==> src/rtl/round_unit_arbiter.sv <==
`default_nettype none
// ============================================================================
// Module   : round_unit_arbiter
// Purpose  : Round-robin share of one external rounder across NREQ producers,
//            with a registered issue stage and a registered tagged result stage.
//            Optional macro ROUND_UNIT_ARB_PRIO0_EN gives requester 0 absolute priority.
// Revision : 1.0  initial release
// ============================================================================
module round_unit_arbiter #(
  parameter int NREQ = 3,
  parameter int TAGW = 2
) (
  input  logic                 clock,
  input  logic                 reset,
  input  logic                 flush,
  input  logic [NREQ-1:0]      req_valid,
  output logic [NREQ-1:0]      req_ready,
  input  logic [NREQ*79-1:0]   req_bits,
  output logic [78:0]          rnd_bits,
  input  logic [64:0]          rnd_out,
  input  logic [4:0]           rnd_flags,
  output logic                 resp_valid,
  input  logic                 resp_ready,
  output logic [64:0]          resp_out,
  output logic [4:0]           resp_flags,
  output logic [TAGW-1:0]      resp_tag,
  output logic                 idle
);

  localparam int BITS_W = 79;

  logic                a_valid_q, a_valid_d;
  logic [BITS_W-1:0]   a_bits_q,  a_bits_d;
  logic [TAGW-1:0]     a_tag_q,   a_tag_d;
  logic                b_valid_q, b_valid_d;
  logic [64:0]         b_out_q,   b_out_d;
  logic [4:0]          b_flags_q, b_flags_d;
  logic [TAGW-1:0]     b_tag_q,   b_tag_d;
  logic [TAGW-1:0]     ptr_q,     ptr_d;

  logic                w_b_load;
  logic                w_a_free;
  logic                w_found;
  logic                w_hs;
  logic [TAGW-1:0]     w_gnt_idx;
  logic [NREQ-1:0]     w_grant;
  int                  w_idx;

  assign w_b_load = a_valid_q & (~b_valid_q | resp_ready);
  assign w_a_free = ~a_valid_q | w_b_load;

  // Search starts one past the last winner and wraps; the first requester found wins.
  always_comb begin
    w_found   = 1'b0;
    w_gnt_idx = '0;
    w_idx     = 0;
`ifdef ROUND_UNIT_ARB_PRIO0_EN
    if (req_valid[0]) begin
      w_found   = 1'b1;
      w_gnt_idx = '0;
    end
`endif
    for (int k = 1; k <= NREQ; k++) begin
      w_idx = (int'(ptr_q) + k) % NREQ;
      if (!w_found && req_valid[w_idx]) begin
        w_found   = 1'b1;
        w_gnt_idx = TAGW'(w_idx);
      end
    end
  end

  // reset gates the grant so req_ready stays low while the block is held in reset
  assign w_hs = w_found & w_a_free & ~flush & reset;

  always_comb begin
    w_grant = '0;
    for (int i = 0; i < NREQ; i++) begin
      w_grant[i] = w_hs & (w_gnt_idx == TAGW'(i));
    end
  end

  always_comb begin
    a_valid_d = a_valid_q;
    a_bits_d  = a_bits_q;
    a_tag_d   = a_tag_q;
    ptr_d     = ptr_q;
    if (flush) begin
      a_valid_d = 1'b0;
    end else if (w_hs) begin
      a_valid_d = 1'b1;
      a_bits_d  = req_bits[BITS_W*int'(w_gnt_idx) +: BITS_W];
      a_tag_d   = w_gnt_idx;
`ifdef ROUND_UNIT_ARB_PRIO0_EN
      if (w_gnt_idx != '0) ptr_d = w_gnt_idx;
`else
      ptr_d     = w_gnt_idx;
`endif
    end else if (w_a_free) begin
      a_valid_d = 1'b0;
    end
  end

  always_comb begin
    b_valid_d = b_valid_q;
    b_out_d   = b_out_q;
    b_flags_d = b_flags_q;
    b_tag_d   = b_tag_q;
    if (w_b_load) begin
      b_valid_d = 1'b1;
      b_out_d   = rnd_out;
      b_flags_d = rnd_flags;
      b_tag_d   = a_tag_q;
    end else if (resp_ready) begin
      b_valid_d = 1'b0;
    end
    if (flush) b_valid_d = 1'b0;
  end

  always_ff @(posedge clock or negedge reset) begin
    if (!reset) begin
      a_valid_q <= 1'b0;
      a_bits_q  <= '0;
      a_tag_q   <= '0;
      b_valid_q <= 1'b0;
      b_out_q   <= '0;
      b_flags_q <= '0;
      b_tag_q   <= '0;
      ptr_q     <= TAGW'(NREQ - 1);
    end else begin
      a_valid_q <= a_valid_d;
      a_bits_q  <= a_bits_d;
      a_tag_q   <= a_tag_d;
      b_valid_q <= b_valid_d;
      b_out_q   <= b_out_d;
      b_flags_q <= b_flags_d;
      b_tag_q   <= b_tag_d;
      ptr_q     <= ptr_d;
    end
  end

  assign req_ready  = w_grant;
  assign rnd_bits   = a_bits_q;
  assign resp_valid = b_valid_q;
  assign resp_out   = b_out_q;
  assign resp_flags = b_flags_q;
  assign resp_tag   = b_tag_q;
  assign idle       = ~a_valid_q & ~b_valid_q;

endmodule
`default_nettype wire
==> config.mk <==
export PLATFORM = sky130hd
export DESIGN_NAME = round_unit_arbiter
export DESIGN_NICKNAME = d
export VERILOG_FILES = /design/src/rtl/round_unit_arbiter.sv
export SDC_FILE = /design/constraint.sdc
export NUM_CORES = 1
export LEC_CHECK = 0
export ABC_AREA = 1
export BUFFER_PORTS_ARGS = -buffer_cell sky130_fd_sc_hd__clkbuf_2
export CAP_MARGIN = 25
export CELL_PAD_IN_SITES_DETAIL_PLACEMENT = 0
export CELL_PAD_IN_SITES_GLOBAL_PLACEMENT = 1
export CORE_AREA = 2 2 189 191
export CTS_BUF_LIST = sky130_fd_sc_hd__clkbuf_4
export DETAILED_ROUTE_END_ITERATION = 7
export DIE_AREA = 0 0 191 193
export PLACE_DENSITY = 0.73
export SLEW_MARGIN = 20
export SYNTH_ARGS = -nofsm -noshare
export SYNTH_HDL_FRONTEND = slang
export SYNTH_SLANG_ARGS = --single-unit
==> constraint.sdc <==
create_clock -name clock -period 2.3 [get_ports clock]
set_clock_uncertainty 0.2 [all_clocks]
set_input_delay 0.115 -clock clock [delete_from_list [all_inputs] [get_ports clock]]
set_output_delay 0.115 -clock clock [all_outputs]
set_load 0.05 [all_outputs]
==> key figures <==
Place
  – Post-DP HPWL: 25.8 mm
  – GP Congestion: 0.871
  – # port buffers: 469
  – Area of placed instances: 11900 sq um
  – Placed cell count: 1938

Timing
  – Setup violators final: 85
  – Final period utilization: 1.23
  – Setup repair after global routing missed its margin: true
  – Fin Hold WS: 0.0494 ns
  – Setup TNS: -17.82 ns
  – Max-slew headroom at the worst pin: 0.409
  – Final hold violations: 0
  – Tightest Pin Transition: 0.886 ns
  – Highest Clock Rate: 352 MHz
  – Min Tclk post-route: 2.84 ns
  – Final Slew Violations: 0
  – Setup WS post-layout: -0.540 ns

Detailed routing
  – Via count: 10800
  – Initial DRT Pass Iterations: 5
  – Routed wire length: 42.0 mm
  – Initial DRC Count: 406
  – DR WL/cell: 17.7 microns
  – DR vias/cell: about 4.6
  – Final ANT Viol Nets: 0
  – DRC Markers: 0

Cells and area
  – Fill cells: 3102
  – Post-route cell area: 17400 sq um
  – Footprint of the multi-input gates: 4470 sq um
  – Commonest non-fill, non-tap cells in the layout: clkbuf_2, dlygate4sd3_1, inv_1, dfrtp_1, nand3_1
  – Total Nets Final: ~2200
  – Fin util: 0.497
  – Storage cell area: 3910 sq um
  – Layout area overhead: 102%
  – Most common cell after layout, fill and taps aside: clkbuf_2
  – Cell Count, Final, Fillers Out: 2367
  – Fraction of layout cells with a size suffix above 1: 0.471

Clock network
  – CTS sink cnt: ~160
  – Clk Latency, worst-skew pair: 0.62 ns
  – H-Tree Level Count: 4
  – CTS buffer count: 17
  – Clock slew at reported path FFs: 0.16 ns
  – Cell at the root of the clock tree: clkbuf_4
  – CTS tree: built
  – CTS max path bufs: 2

Run
  – Max cap viols: 0

Worst setup path
  – CP Launch Type: register
  – Slowest-stage cell, CP: dfstp_2
  – Reg2reg setup slack: -0.29 ns
  – Worst-path fanout max: 4
  – Critical path type: reg -> out
  – Worst endpoint required time: ~2.0 ns
  – Critical path cell sequence: inv_2 -> ha_1 -> inv_2 -> nand3_1 -> a21boi_4 -> nor2_4 -> nand2_4 -> nand2_8 -> inv_8 -> buf_8 -> nor2_4 -> buf_8
  – Worst r2r src: ptr_q[1]$_DFFE_PN1P_
  – Buffers and inverters on the worst path: 5
  – Reg-to-reg endpoint: rnd_bits[42]$_DFFE_PN0P_
  – Top delay family on crit path: flip-flops
  – Worst Reg-to-Reg Cells: 14
  – Crit path largest cell delay: 0.60 ns
  – Data arrival, critical path: 2.53 ns
  – Crit. End Element: output pin
  – Worst path depth: 12

Floorplan
  – Rows: 69
  – Full die area: 36900 sq um
  – DIE WIDTH: 191 microns
  – # IOs: 470
  – Die Y-Extent: 193 microns
  – Area of the core: 35000 sq um
  – Initial Util: 0.246

Synthesis
  – Syn Area/Cell: 8.55 sq um
  – EDFF count, synth: 0
  – Total nets after synthesis: 1323
  – Synth unique cells: 31
  – Fraction of registers with async set/reset: 1.00
  – Synth Instances: around 1000
  – Ys Warns: 0
  – Main synth FF type: dfrtp_1
  – Register bit total from synthesis: 156
  – Sequential share of the synthesized area: 0.455
  – Mapped Area: 8590 sq um

GRT
  – First-pass GRT wire length: 59.5 mm
  – Largest net degree at the start of global routing: 157
  – Number of global-route vias before repair: approximately 11000
  – Initial antenna violation count: 3
  – GRT Total Usage: 0.212
  – Remaining Overflow, GRT: 0

Power and ir drop
  – VDD IR-drop max: slightly above 1 mV
  – P per Cell Area: 1750 nW/um^2
  – Static Leak: 8.77 nW

Outcome
  – Failing checks: negative setup slack
  – Status: finished with violations

Min path
  – Hold crit path type: in -> async
## per-layer routing
| layer | track usage | vias up | share of wire |
|---|---|---|---|
| met1 | 0.233 | 5090 | 0.38 |
| met4 | 0.106 | 0 | 0.047 |
| met5 | 0 | - | 0 |
| li1 | - | 5039 | - |
| met3 | 0.0576 | 146 | 0.074 |
| met2 | 0.376 | 528 | 0.50 |
## flip-flops by register name (all words and copies together), names as in the netlist
signal      cells
a_tag_q         2
a_valid_q       1
ptr_q           1
resp_flags      5
resp_out       65
resp_tag        2
resp_valid      1
rnd_bits       79
## what timing repair did
action,in CTS,in global routing
resized for setup,62,169
endpoints found under the setup margin,86,86
hold endpoints to repair,310,0
hold buffers,356,0
setup buffers,15,11
pin swaps,19,67
cloned,5,9
## logic make-up after synthesis
logic type,synth area share
simple gates,0.208
compound gates,0.118
flops,0.455
buf+inv,0.122
fa+ha+maj,0.00583
mux,0.0918
## worst max path at each step
stage | start | to
finish | ptr_q[1]$_DFFE_PN1P_ | req_ready[2]
global route | ptr_q[1]$_DFFE_PN1P_ | req_ready[2]
CTS | ptr_q[1]$_DFFE_PN1P_ | req_ready[2]
detailed placement | ptr_q[1]$_DFFE_PN1P_ | req_ready[1]
global placement | ptr_q[1]$_DFFE_PN1P_ | rnd_bits[74]$_DFFE_PN0P_
floorplan | ptr_q[1]$_DFFE_PN1P_ | req_ready[0]
## power by group
| group | switching, W | leakage (nW) | internal (W) |
|---|---|---|---|
| combinational | 0.0145 | 6.83 | 0.00912 |
| clock | 0.00123 | 0.160 | 0.000597 |
| sequential | 0.000813 | 1.78 | 0.00413 |
## worst min-delay path, stage by stage
cell and delay, ns:
dlygate4sd3_1 0.58, buf_6 0.13, buf_12 0.62
## final cells by class
cell class,instances,share of cell area
repair buffers,931,0.429
multi-input cells,610,0.257
flip-flops and latches,156,0.225
inverters,174,0.0385
well taps,461,0.0332
clock inverters,14,0.00864
clock buffers,18,0.00778
diodes,3,0.000432
## Yosys cell counts, types with 4 or more instances
cell type    n  share of area
nand3_2     24          0.028
clkbuf_1    16         0.0070
mux2_2      70          0.092
inv_1      170          0.074
buf_6        4         0.0052
dfrtp_1    155           0.45
buf_4       15          0.013
o21ai_0      4         0.0023
nand2_2      6         0.0044
nand3_1    146          0.085
nor2_1      86          0.038
a21oi_2     44          0.045
buf_2       25          0.015
ha_1         4         0.0058
nand2_1     98          0.043
a21oi_1    117          0.068
## per-stage QoR
stage | power (W) | worst slack [ns]
floorplan | 0.0172 | -0.0703
global placement | 0.0229 | -0.152
detailed placement | 0.0231 | -0.197
CTS | 0.0274 | -0.665
global route | 0.0321 | -0.690
finish | 0.0304 | -0.540
No activity file was read; power rests on OpenSTA's default activity.
